## config.mk

```make
export PLATFORM = sky130hd
export DESIGN_NAME = seg_scan_decoder
export DESIGN_NICKNAME = d
export VERILOG_FILES = /design/src/rtl/seg_scan_decoder_pkg.sv /design/src/rtl/seg_scan_decoder_pattern_decode.sv /design/src/rtl/seg_scan_decoder.sv
export SDC_FILE = /design/constraint.sdc
export NUM_CORES = 1
export LEC_CHECK = 0
export ABC_AREA = 1
export CORE_ASPECT_RATIO = 0.9
export CORE_UTILIZATION = 40
export DETAILED_ROUTE_END_ITERATION = 8
export PLACE_DENSITY_LB_ADDON = 0.1
export SETUP_SLACK_MARGIN = 0.5
export SYNTH_ARGS = -nofsm -noshare
export SYNTH_HDL_FRONTEND = slang
export SYNTH_SLANG_ARGS = --single-unit
```

## constraint.sdc

```tcl
create_clock -name clk_osc -period 4.63 [get_ports clk_osc]
set_input_delay 0.926 -clock clk_osc [delete_from_list [all_inputs] [get_ports clk_osc]]
set_output_delay 0.926 -clock clk_osc [all_outputs]
set_load 0.005 [all_outputs]
```

## src/rtl/seg_scan_decoder_pkg.sv

```systemverilog
// Shared constants for the seven-segment scan decoder: anode digit codes,
// lit-segment patterns (g..a, 1 = lit) for 0-9, special codes, FSM states.
// Also a helper that maps a one-cold anode code to a digit index.
package seg_scan_decoder_pkg;

  localparam logic [3:0] ANODE_D0 = 4'b0111;
  localparam logic [3:0] ANODE_D1 = 4'b1110;
  localparam logic [3:0] ANODE_D2 = 4'b1101;
  localparam logic [3:0] ANODE_D3 = 4'b1011;

  localparam logic [6:0] LIT_0 = 7'b0111111;
  localparam logic [6:0] LIT_1 = 7'b0000110;
  localparam logic [6:0] LIT_2 = 7'b1011011;
  localparam logic [6:0] LIT_3 = 7'b1001111;
  localparam logic [6:0] LIT_4 = 7'b1100110;
  localparam logic [6:0] LIT_5 = 7'b1101101;
  localparam logic [6:0] LIT_6 = 7'b1111101;
  localparam logic [6:0] LIT_7 = 7'b0000111;
  localparam logic [6:0] LIT_8 = 7'b1111111;
  localparam logic [6:0] LIT_9 = 7'b1101111;
  localparam logic [6:0] LIT_BLANK = 7'b0000000;

  localparam logic [3:0] CODE_BLANK = 4'hF;
  localparam logic [3:0] CODE_ERR   = 4'hE;

  typedef enum logic [1:0] {
    ST_IDLE    = 2'd0,
    ST_COLLECT = 2'd1,
    ST_PUBLISH = 2'd2
  } state_e;

  // Returns {valid, index}; anything other than the four digit codes is invalid.
  function automatic logic [2:0] anode_decode(input logic [3:0] anode_v);
    logic [2:0] r;
    r = 3'b000;
    case (anode_v)
      ANODE_D0: r = {1'b1, 2'd0};
      ANODE_D1: r = {1'b1, 2'd1};
      ANODE_D2: r = {1'b1, 2'd2};
      ANODE_D3: r = {1'b1, 2'd3};
      default:  r = 3'b000;
    endcase
    return r;
  endfunction

endpackage

```

## src/rtl/seg_scan_decoder_pattern_decode.sv

```systemverilog
// Combinational segment decoder: active-low seg[6:0] -> {code, blank, err}.
// Zero latency; no flow control.
// All-off decodes to F with blank set; unknown patterns give E with err set.
module seg_pattern_decode
  import seg_scan_decoder_pkg::*;
(
  input  logic [6:0] seg,
  output logic [3:0] code,
  output logic       blank,
  output logic       err
);

  logic [6:0] lit;

  // Map the lit pattern onto a BCD code or one of the two special codes.
  always_comb begin
    lit   = ~seg;
    code  = CODE_ERR;
    blank = 1'b0;
    err   = 1'b0;
    case (lit)
      LIT_0:     code = 4'd0;
      LIT_1:     code = 4'd1;
      LIT_2:     code = 4'd2;
      LIT_3:     code = 4'd3;
      LIT_4:     code = 4'd4;
      LIT_5:     code = 4'd5;
      LIT_6:     code = 4'd6;
      LIT_7:     code = 4'd7;
      LIT_8:     code = 4'd8;
      LIT_9:     code = 4'd9;
      LIT_BLANK: begin
        code  = CODE_BLANK;
        blank = 1'b1;
      end
      default: begin
        code = CODE_ERR;
        err  = 1'b1;
      end
    endcase
  end

endmodule

```

## src/rtl/seg_scan_decoder.sv

```systemverilog
// Recovers a 4-digit value from a multiplexed, active-low 7-segment scan.
// Latency: 2 sync + 1 change-detect + STABLE_CYCLES to accept; frame_valid 1 cycle after 4th digit.
// No backpressure: inputs are sampled free-running, results are pulsed out.
module seg_scan_decoder
  import seg_scan_decoder_pkg::*;
#(
  parameter int unsigned STABLE_CYCLES  = 4,
  parameter int unsigned TIMEOUT_CYCLES = 262144
) (
  input  logic        clk_osc,
  input  logic        reset,
  input  logic [3:0]  anode,
  input  logic [6:0]  seg,
  output logic [15:0] value,
  output logic        frame_valid,
  output logic [3:0]  blank_mask,
  output logic        digit_err,
  output logic        stale,
  output logic [7:0]  frame_count
);

  localparam int CNT_W = $clog2(STABLE_CYCLES + 1);
  localparam int TMR_W = $clog2(TIMEOUT_CYCLES + 1);
  localparam logic [CNT_W-1:0] CNT_MAX  = CNT_W'(STABLE_CYCLES);
  localparam logic [CNT_W-1:0] CNT_LAST = CNT_W'(STABLE_CYCLES - 1);
  localparam logic [TMR_W-1:0] TMR_LAST = TMR_W'(TIMEOUT_CYCLES - 1);

  // Input synchronizer and stability filter state.
  logic [10:0]      sync1_q, sync1_d;
  logic [10:0]      sync2_q, sync2_d;
  logic [10:0]      prev_q, prev_d;
  logic [CNT_W-1:0] cnt_q, cnt_d;

  // Frame assembly state.
  state_e           state_q, state_d;
  logic [3:0]       mask_q, mask_d;
  logic [15:0]      slots_q, slots_d;
  logic [3:0]       pblank_q, pblank_d;
  logic             perr_q, perr_d;
  logic [TMR_W-1:0] timer_q, timer_d;

  // Registered outputs.
  logic [15:0] value_q, value_d;
  logic        frame_valid_q, frame_valid_d;
  logic [3:0]  blank_mask_q, blank_mask_d;
  logic        digit_err_q, digit_err_d;
  logic        stale_q, stale_d;
  logic [7:0]  frame_count_q, frame_count_d;

  logic       accept;
  logic       dig_vld;
  logic [1:0] dig_idx;
  logic [3:0] dig_bit;
  logic [3:0] dec_code;
  logic       dec_blank;
  logic       dec_err;

  seg_pattern_decode u_decode (
    .seg   (sync2_q[6:0]),
    .code  (dec_code),
    .blank (dec_blank),
    .err   (dec_err)
  );

  // Synchronize inputs and accept a digit once per stable run, when the
  // counter first reaches its saturation value.
  always_comb begin
    sync1_d = {anode, seg};
    sync2_d = sync1_q;
    prev_d  = sync2_q;
    if (sync2_q != prev_q) begin
      cnt_d = '0;
    end else if (cnt_q != CNT_MAX) begin
      cnt_d = cnt_q + 1'b1;
    end else begin
      cnt_d = cnt_q;
    end
    {dig_vld, dig_idx} = anode_decode(sync2_q[10:7]);
    dig_bit = 4'b0001 << dig_idx;
    accept  = (sync2_q == prev_q) && (cnt_q == CNT_LAST) && dig_vld;
  end

  // Frame FSM: gather four digits, abandon on idle timeout, publish for one cycle.
  always_comb begin
    state_d       = state_q;
    mask_d        = mask_q;
    slots_d       = slots_q;
    pblank_d      = pblank_q;
    perr_d        = perr_q;
    timer_d       = timer_q;
    value_d       = value_q;
    frame_valid_d = 1'b0;
    blank_mask_d  = blank_mask_q;
    digit_err_d   = digit_err_q;
    stale_d       = stale_q;
    frame_count_d = frame_count_q;

    case (state_q)
      ST_IDLE: begin
        timer_d = '0;
        if (accept) begin
          slots_d[{dig_idx, 2'b00} +: 4] = dec_code;
          pblank_d[dig_idx] = dec_blank;
          perr_d  = perr_q | dec_err;
          mask_d  = mask_q | dig_bit;
          state_d = ST_COLLECT;
        end
      end

      ST_COLLECT: begin
        if (accept) begin
          // A repeated digit overwrites its slot; the blank bit follows the slot.
          slots_d[{dig_idx, 2'b00} +: 4] = dec_code;
          pblank_d[dig_idx] = dec_blank;
          perr_d  = perr_q | dec_err;
          mask_d  = mask_q | dig_bit;
          timer_d = '0;
          if ((mask_q | dig_bit) == 4'hF) begin
            state_d = ST_PUBLISH;
          end
        end else if (timer_q == TMR_LAST) begin
          mask_d   = '0;
          pblank_d = '0;
          perr_d   = 1'b0;
          timer_d  = '0;
          stale_d  = 1'b1;
          state_d  = ST_IDLE;
        end else begin
          timer_d = timer_q + 1'b1;
        end
      end

      ST_PUBLISH: begin
        value_d       = slots_q;
        blank_mask_d  = pblank_q;
        digit_err_d   = perr_q;
        frame_valid_d = 1'b1;
        frame_count_d = frame_count_q + 8'd1;
        stale_d       = 1'b0;
        mask_d        = '0;
        pblank_d      = '0;
        perr_d        = 1'b0;
        timer_d       = '0;
        state_d       = ST_IDLE;
        // A digit landing on the publish cycle opens the next frame.
        if (accept) begin
          slots_d[{dig_idx, 2'b00} +: 4] = dec_code;
          pblank_d[dig_idx] = dec_blank;
          perr_d  = dec_err;
          mask_d  = dig_bit;
          state_d = ST_COLLECT;
        end
      end

      default: begin
        state_d = ST_IDLE;
      end
    endcase
  end

  // State register with asynchronous active-high reset.
  always_ff @(posedge clk_osc or posedge reset) begin
    if (reset) begin
      sync1_q       <= '0;
      sync2_q       <= '0;
      prev_q        <= '0;
      cnt_q         <= '0;
      state_q       <= ST_IDLE;
      mask_q        <= '0;
      slots_q       <= '0;
      pblank_q      <= '0;
      perr_q        <= 1'b0;
      timer_q       <= '0;
      value_q       <= '0;
      frame_valid_q <= 1'b0;
      blank_mask_q  <= '0;
      digit_err_q   <= 1'b0;
      stale_q       <= 1'b0;
      frame_count_q <= '0;
    end else begin
      sync1_q       <= sync1_d;
      sync2_q       <= sync2_d;
      prev_q        <= prev_d;
      cnt_q         <= cnt_d;
      state_q       <= state_d;
      mask_q        <= mask_d;
      slots_q       <= slots_d;
      pblank_q      <= pblank_d;
      perr_q        <= perr_d;
      timer_q       <= timer_d;
      value_q       <= value_d;
      frame_valid_q <= frame_valid_d;
      blank_mask_q  <= blank_mask_d;
      digit_err_q   <= digit_err_d;
      stale_q       <= stale_d;
      frame_count_q <= frame_count_d;
    end
  end

  assign value       = value_q;
  assign frame_valid = frame_valid_q;
  assign blank_mask  = blank_mask_q;
  assign digit_err   = digit_err_q;
  assign stale       = stale_q;
  assign frame_count = frame_count_q;

endmodule

```

* Yosys cells after proc, flatten, opt, wreduce, memory -nomap -nowiden
Index checks and enable logic that the tools add are counted.
Storage, ports and cells: bits in registers 113, logic and storage cells 109
Operators by class: add/sub/neg operators 4, magnitude comparators 2, equal/unequal tests 27, reductions and logical operators 16, bitwise operators 4, multiplexer cells 37, shift-type cells 3
Operator list (count):
- 7-bit == test (second input constant) | 7
- 4-bit case mux with 11 select lines | 1
- 19-bit 2-to-1 mux | 2
- 19-bit case mux with 2 select lines | 1
- 4-bit 2-to-1 mux | 7
- 4-bit case mux with 3 select lines | 2
- 19-bit by 1-bit adder with 19-bit output (second input constant) | 1
- 19-bit by 18-bit == test with 1-bit output (second input constant) | 1
- 16-bit bitwise mux | 1
- 4-bit == test (second input constant) | 4
- 4-bit by 6-bit variable shift with 16-bit output (first input constant) | 1
- 4-bit by 6-bit indexed part select with 16-bit output | 1
- 7-bit by 3-bit == test with 1-bit output (second input constant) | 2
- 3-bit case mux with 4 select lines | 1
- 11-bit == test | 1
- 1-bit 2-to-1 mux | 11
- 11-bit != test | 1
- 11-bit OR reduction | 1
- 3-bit != test (second input constant) | 3
- 3-bit AND reduction | 3
- 8-bit by 1-bit adder with 8-bit output (second input constant) | 1
- 2-bit 2-to-1 mux | 4
- 7-bit by 6-bit == test with 1-bit output (second input constant) | 1
- 7-bit logical NOT | 1
- other kinds (27) | 34

* Depth between registers and ports, before layout
Gate-level depths: netlist of the first run.
depth after elaboration 9, gate-level depth with buffers 14

* Hierarchy
From an unflattened synthesis of the first run, not the netlist that was laid out.
Second synthesis, totals: cell total of the unflattened synthesis 658, area, all modules 5496.5 sq um
Modules (own cells, without submodules):
- seg_scan_decoder | cells an instance 604, instances 1, area an instance 5263.8 sq um
- seg_pattern_decode | cells an instance 54, instances 1, area an instance 232.7 sq um

* Worst setup path after synthesis of the first run
OpenSTA, ideal clock, no wires.
path kind register to register, start reg sync2_q[9], in the netlist prev_d[9], end reg state_q[1], period minus slack after synthesis 1937 ps, setup time 130 ps, arrival 1808 ps, cell stages (with the launch flop) 11, data required time 4500 ps, slack 2693 ps, cell sequence dfrtp_1 > inv_1 > nand4_1 > nand2_2 > inv_1 > ha_1 > or2_2 > nand2_1 > nor3_1 > o21ai_1 > o21ai_0
Between the ends: word-level cells in the longest chain between the ends 7
RTL lines:
- from (decl) | RTL line seg_scan_decoder.sv:30 | logic [10:0] sync2_q, sync2_d;
- from (signal assigned) | RTL line seg_scan_decoder.sv:182 | sync2_q <= sync2_d;
- 4-bit == test or 4-bit by 3-bit == test with 1-bit output (tied branches) | RTL line seg_scan_decoder_pkg.sv:36 | case (anode_v)
- 3-bit case mux with 4 select lines | RTL line seg_scan_decoder_pkg.sv:36
- 1-bit by 2-bit left shift with 4-bit output | RTL line seg_scan_decoder.sv:79 | dig_bit = 4'b0001 << dig_idx;
- 4-bit OR | RTL line seg_scan_decoder.sv:118 | if ((mask_q | dig_bit) == 4'hF) begin
- 4-bit == test | RTL line seg_scan_decoder.sv:118
- 3-bit != test (no line)
- 3-bit AND reduction (no line)
- to (signal assigned) | RTL line seg_scan_decoder.sv:185 | state_q <= state_d;
- to (decl) | RTL line seg_scan_decoder.sv:35 | state_e state_q, state_d;
Parallel ways exist; a longest one is shown, timed or not. A chain may end at the register's enable or synchronous reset.

* Worst setup path after layout of the first run
start reg frame_count_q[3], in the netlist frame_count[3], end out frame_count[3]
RTL lines:
- from (decl) | RTL line seg_scan_decoder.sv:48 | logic [7:0] frame_count_q, frame_count_d;
- from (signal assigned) | RTL line seg_scan_decoder.sv:196 | frame_count_q <= frame_count_d;
- to (decl) | RTL line seg_scan_decoder.sv:19 | output logic [7:0] frame_count
No word-level cell between the ends.

==> run_results.csv, run 1 <==
group,metric,value,unit
synth,synth.distinct_cells,32,
global_routing,met3_usage,5.74,%
synth,synthAdderAreaFrac,3.05,%
placement,dp_hpwl,7330,µm
clocking,clk-insertion-delay-late,0.41,ns
finish,utilization,50.7,%
synth,synth_flop_cell,"dfrtp_1",
global_routing,grt_use_total,17.5,%
global_routing,grt-ovfl-total,0,
synth,syn_area,5330,µm²
route,ant_nets,0,
global_routing,grt_pass1_wl,18600,µm
critical_path,crit_family,"buffers and inverters",
synth,synthSimpleGateAreaFrac,29.2,%
finish,drive_gt1_share,7.33,%
floorplan,ios,44,
status,outcome,"completed",
floorplan,die_h,112,µm
floorplan,dieArea,13800,µm²
timing,skew,0.0132,ns
critical_path,critical-path-max-stage-delay,0.53,ns
critical_path,arrival,1.35,ns
clocking,cts_tree,"built",
floorplan,die_w,124,µm
timing,fmaxAchievable,0.439,GHz
timing,final-setup-viol-count,0,
pwr,power,2.48,mW
route,vias_per_cell,4.76,
critical_path,cp_cell_sequence,"clkdlybuf4s50_1",
clocking,clock_sinks,113,
global_routing,met2_usage,25.0,%
clocking,numCtsBuffers,17,
pwr,p_per_area,380,nW/µm²
global_routing,antenna_found_initial,0,
critical_path,worst-path-max-fanout,5,
synth,ys_warn_count,0,
timing,grt_setup_unrepaired,"false",
placement,gp_congestion,0.784,
route,drt-initial-drc-count,188,
clocking,cts-root-buf,"clkbuf_16",
global_routing,grt_pass1_vias,3962,
global_routing,met1_usage,23.6,%
synth,async_reset_ff_share,100,%
synth,synth-xor-area-share,3.94,%
floorplan,rows,39,
pwr,leakagePower,3.20,nW
finish,n_antenna_cell,0,
critical_path,crit_path_top_delay_cell,"clkdlybuf4s50_1",
clocking,holdBufCountCts,0,
floorplan,coreArea,12800,µm²
synth,synth-edff-count,0,
route,routedWlPerCell,12.2,µm
synth,synthMuxAreaShare,0,%
global_routing,grt_max_degree,81,
critical_path,required,3.70,ns
route,firstDrtPassIters,4,
synth,synth_area_per_cell,8.49,µm²
critical_path,startpoint_type,"flip-flop",
timing,tightest_slew,0.961,ns
timing,hold_violations,0,
timing,timing.final.crit_share,49.3,%
synth,synth_fp_nets,654,
finish,area_growth_syn_to_layout,22.2,%
critical_path,endpoint_kind,"output port",
finish,final_nets,709,
clocking,htree_levels,4,
global_routing,grt_busiest_layer,"met2",
synth,synth_seq_cells,113,
timing,maxSlewHeadroom,35.9,%
worst_hold_path,hold_path_class,"flip-flop to flip-flop",
run,cap_violations,0,
timing,fin_crit,2.28,ns
route,drc,0,
synth,synthCells,628,
timing,drv_slew,0,
timing,finalSetupTns,0,ns
synth,synth_compound_area_share,5.09,%
finish,fin_cells,860,
synth,synth_top_family_by_area,"simple AND/OR/NAND/NOR gates",
clocking,clockBufferDepth,2,
route,vias,4096,
clocking,clk_pin_slew,0.05,ns
clocking,cts_resized,0,
critical_path,crit_buf_inv,1,
route,routed_wl,10500,µm
synth,yosysSeqAreaShare,53.1,%
clocking,postCtsSetupRepairBufs,0,
critical_path,worstSetupPathType,"flip-flop to output port",
pwr,max-vdd-ir-drop,0.261,mV
placement,port_buffers,43,
floorplan,start_util,41.5,%
placement,place_inst,828,
==> kinds of logic (layout without fill, tap and decap cells) <==
kind of cell               Yosys count  in the layout
DFF                                113            113
adders and majority gates           13             13
AOI/OAI and AO/OA                   48             48
and+or+nand+nor                    351            351
buffers and inverters               79            147
xor gates and xnor gates            24             24
==> registers in the layout, summed over array words and instances (netlist names), 8 cells and up <==
| signal | count |
|---|---|
| frame_count | 8 |
| prev_d | 11 |
| prev_q | 11 |
| slots_q | 16 |
| sync1_q | 11 |
| timer_q | 19 |
| value | 16 |
==> layer usage <==
metal  routed length, µm  share of wire [%]  vias to the layer above
li1                    -                  -                     2095
met3                 392                3.7                       16
met1                5290                 50                     1907
met5                   0                  0                        -
met2                4640                 44                       78
met4                 183                1.7                        0
==> through the flow <==
stage	hold slack (ns)	instance area [µm²]	setup slack, ns
after global placement	0.333	5950	2.21
final	0.345	6510	2.35
after floorplan	0.331	5330	0.717
after CTS	0.346	6510	2.32
after detailed placement	0.336	5950	2.17
after global routing	0.354	6510	2.13
==> cell type report <==
type                            count  area (µm²)
Tap cell                          164         205
Clock buffer                       28         517
Sequential cell                   113        2830
Fill cell                        1203        6320
Inverter                           69         264
Clock inverter                      4        47.5
Multi-Input combinational cell    436        2200
Timing Repair Buffer               46         453
==> cells in the mapped netlist (2+ instances only) <==
library cell / number / area, µm²
nor2_1: 47 / 176
nor2_8: 2 / 40.0
buf_1: 3 / 11.3
o22ai_1: 13 / 81.3
or2_2: 2 / 12.5
xor2_1: 20 / 175
a21oi_1: 4 / 20.0
nand2_1: 227 / 852
ha_1: 13 / 163
nor3_1: 10 / 50.1
o21ai_1: 3 / 15.0
nand2_2: 3 / 18.8
o21ai_0: 25 / 125
nand2_4: 2 / 22.5
nor2_4: 5 / 56.3
clkbuf_1: 5 / 18.8
and2_1: 2 / 12.5
nand4_1: 22 / 138
nand3_1: 23 / 115
nand3_2: 2 / 20.0
inv_1: 68 / 255
dfrtp_1: 113 / 2830
nor2_2: 2 / 12.5
xnor2_1: 4 / 35.0
==> cell usage in the layout (no fill, tap or decap), types with 3 or more instances in the layout <==
cell type / instances
dfrtp_1: 113
nand3_1: 23
buf_4: 3
xor2_1: 20
nand2_1: 227
ha_1: 13
nor3_1: 10
nor2_4: 5
clkdlybuf4s50_1: 43
nor2_1: 47
o21ai_1: 3
a21oi_1: 4
xnor2_1: 4
clkbuf_1: 6
nand4_1: 22
o21ai_0: 25
o22ai_1: 13
clkbuf_16: 17
inv_1: 67
nand2_2: 3
clkbuf_8: 5
==> worst paths after layout <==
path	startpoint	to	slack, ns	cells after the start
worst max-delay path	frame_count[3]	frame_count[3]	2.35	1
worst min-delay path	sync1_q[7]	prev_d[7]	0.34	0
worst max register to register	prev_d[9]	state_q[1]	2.38	10
worst min register to register	sync1_q[7]	prev_d[7]	0.34	0
max in group asynchronous	reset	blank_mask[2]	2.70	3
min in group asynchronous	reset	timer_q[5]	1.12	2
==> power by group <==
group | total, mW | switching (mW) | internal, mW
logic | 0.220 | 0.157 | 0.0629
registers | 1.04 | 0.0193 | 1.02
clock network | 1.22 | 0.415 | 0.806
Power figures use the tool's default switching activity.
==> inputs of run 2 (changes only) <==
==> constraint.sdc (replaced) <==
create_clock -name clk_osc -period 2.2 [get_ports clk_osc]
set_input_delay 0.44 -clock clk_osc [delete_from_list [all_inputs] [get_ports clk_osc]]
set_output_delay 0.44 -clock clk_osc [all_outputs]
set_load 0.005 [all_outputs]
==> run 2 against run 1 <==
Net effect:
- utilization is 5.4 points higher
- critical path depth is 13 higher
- sequential power is 110% higher
- hold slack hardly changed
- combinational power grew to 3.1 times the previous value
- clock skew is 0.0044 ns lower
- final cell count is 6.5% higher
- highest routed layer unchanged
==> run_results.csv, run 2 (synthesized netlist as in run 1, its figures left out) <==
group,metric,value,unit
status,outcome,"completed",
global_routing,grt_pass1_vias,4286,
finish,utilization,56.2,%
critical_path,crit_buf_inv,3,
worst_hold_path,hp-start,"sync1_q[6]",
pwr,pwr-share-seq,40.4,%
pwr,leakagePower,3.80,nW
route,vias_per_cell,4.81,
critical_path,crit_family,"simple AND/OR/NAND/NOR gates",
route,drc,0,
worst_hold_path,hold_path_class,"flip-flop to flip-flop",
finish,largest_register_ffs,19,
timing,final-setup-viol-count,0,
global_routing,grt_use_total,18.8,%
clocking,clk-insertion-delay-late,0.41,ns
timing,maxSlewHeadroom,61.1,%
timing,drv_slew,0,
timing,finalSetupTns,0,ns
critical_path,cp_cell_sequence,"inv_2, buf_6, nand2_2, nand2_1, nand2_1, nor2_1, nand2_1, nor2_4, nand2_8, nor2_8, buf_4, nand2_4, nand2_1, o21ai_0",
critical_path,critPathMostFrequentCell,"nand2_1",
route,drt-initial-drc-count,227,
floorplan,die_h,112,µm
floorplan,ios,44,
placement,port_buffers,43,
clocking,holdBufCountCts,0,
critical_path,worstSetupPathType,"flip-flop to flip-flop",
timing,grt_setup_unrepaired,"true",
finish,final_nets,766,
pwr,p_per_area,748,nW/µm²
critical_path,r2r_cells,14,
route,ant_nets,0,
finish,area_growth_syn_to_layout,35.2,%
floorplan,die_w,124,µm
run,cap_violations,0,
global_routing,grt-ovfl-total,0,
pwr,power_frac_comb,12.4,%
floorplan,coreArea,12800,µm²
critical_path,endpoint_kind,"flip-flop",
timing,whs,0.345,ns
global_routing,grt_pass1_wl,20200,µm
pwr,pwr-share-clk,47.1,%
critical_path,worst-path-max-fanout,6,
critical_path,required,2.49,ns
clocking,htree_levels,4,
route,firstDrtPassIters,6,
global_routing,antenna_found_initial,0,
pwr,max-vdd-ir-drop,0.534,mV
route,routedWlPerCell,12.8,µm
critical_path,startpoint_type,"flip-flop",
placement,dp_hpwl,7740,µm
pwr,power,5.39,mW
pwr,switching_share,24.9,%
global_routing,grt_max_degree,38,
pwr,p_sw,1.34,mW
critical_path,startpoint,"prev_d[9]",
clocking,cts_tree,"built",
pwr,p_int,4.05,mW
finish,regMostFlops,"timer_q",
timing,timing.final.crit_share,86.8,%
timing,skew,0.00882,ns
floorplan,start_util,41.5,%
finish,regArea,2840,µm²
critical_path,path_depth,14,
finish,drive_gt1_share,20.3,%
finish,mostFrequentLayoutCells,"nand2_1, dfrtp_1, inv_1",
finish,n_antenna_cell,0,
timing,tightest_slew,0.583,ns
timing,fmaxAchievable,0.524,GHz
critical_path,r2r_slack,0.29,ns
finish,fillers,1152,
floorplan,rows,39,
timing,hold_violations,0,
critical_path,critical-path-max-stage-delay,0.43,ns
clocking,clock_sinks,113,
timing,fin_crit,1.91,ns
clocking,clk_pin_slew,0.05,ns
critical_path,crit_path_top_delay_cell,"dfrtp_2",
critical_path,r2r_end,"slots_q[8]",
critical_path,rr_startpoint,"prev_d[9]",
critical_path,arrival,2.20,ns
placement,gp_congestion,0.849,
floorplan,dieArea,13800,µm²
route,vias,4410,
clocking,clockBufferDepth,2,
finish,multiInputGateArea,2410,µm²
clocking,numCtsBuffers,17,
route,routed_wl,11700,µm
finish,mostFrequentLayoutCell,"nand2_1",
critical_path,crit_path_end,"slots_q[8]",
clocking,cts-root-buf,"clkbuf_16",
## run 2: cell count changes in the layout (fill, tap and decap cells not counted), sizes merged, moves of 2 or more
cell and delta:
buf +54, clkdlybuf4s50 -31, dlygate4sd2 +23, dlymetal6s2s +8
clkbuf -2, clkinvlp +2
## run 2: cell type report
cell class | instances | share of cell area (%)
Sequential cell | 113 | 39.3
Tap cell | 164 | 2.85
Clock inverter | 5 | 0.729
Timing Repair Buffer | 100 | 12.8
Timing Repair inverter | 1 | 0.104
Clock buffer | 26 | 6.93
Inverter | 69 | 3.75
Multi-Input combinational cell | 438 | 33.5
## run 2: power by group through the flow
stage          Sequential, mW  Clock, mW  Combinational (mW)
3_3_place_gp             2.21          0               0.503
2_1_floorplan            2.20          0               0.351
4_1_cts                  2.18       2.61               0.614
5_1_grt                  2.18       2.71               0.737
3_5_place_dp             2.21          0               0.509
6_report                 2.18       2.54               0.671
## run 2: how the worst min path moves through the flow
stage | end | slack, ns | cells after the start
after floorplan | prev_d[0] | 0.33 | 0
after global placement | prev_d[0] | 0.33 | 0
after detailed placement | prev_d[6] | 0.34 | 0
after CTS | prev_d[6] | 0.34 | 0
after global routing | prev_d[6] | 0.35 | 0
final | prev_d[6] | 0.34 | 0
## run 2: metal layers
metal	vias up	GRT usage, %	part of all wire [%]
li1	2218	-	-
met1	2093	25.4	48
met2	83	28.3	47
met3	16	5.17	3.6
met4	0	7.47	1.5
met5	-	0	0
## run 2: worst reg2reg max path, cell delays in order (launching register included)
cell	delay, ns
dfrtp_2	0.43
inv_2	0.07
buf_6	0.09
nand2_2	0.03
nand2_1	0.04
nand2_1	0.05
nor2_1	0.10
nand2_1	0.10
nor2_4	0.24
nand2_8	0.12
nor2_8	0.20
buf_4	0.15
nand2_4	0.05
nand2_1	0.05
o21ai_0	0.07
## run 2: what timing repair did
| action | 4_1_cts | 5_1_grt |
|---|---|---|
| pin swaps | 14 | 23 |
| setup endpoints to repair | 75 | 65 |
| gates cloned | 3 | 1 |
| resized for setup | 53 | 47 |
| buffers inserted | 29 | 15 |
## run 2: metrics by stage
| stage | setup slack [ns] | std cells | area (µm²) |
|---|---|---|---|
| 4_1_cts | 0.332 | 900 | 6960 |
| 2_1_floorplan | 0.389 | 628 | 5360 |
| 5_1_grt | 0.148 | 916 | 7210 |
| 3_5_place_dp | 0.173 | 837 | 6080 |
| 3_3_place_gp | 0.184 | 837 | 6080 |
| 6_report | 0.290 | 916 | 7210 |
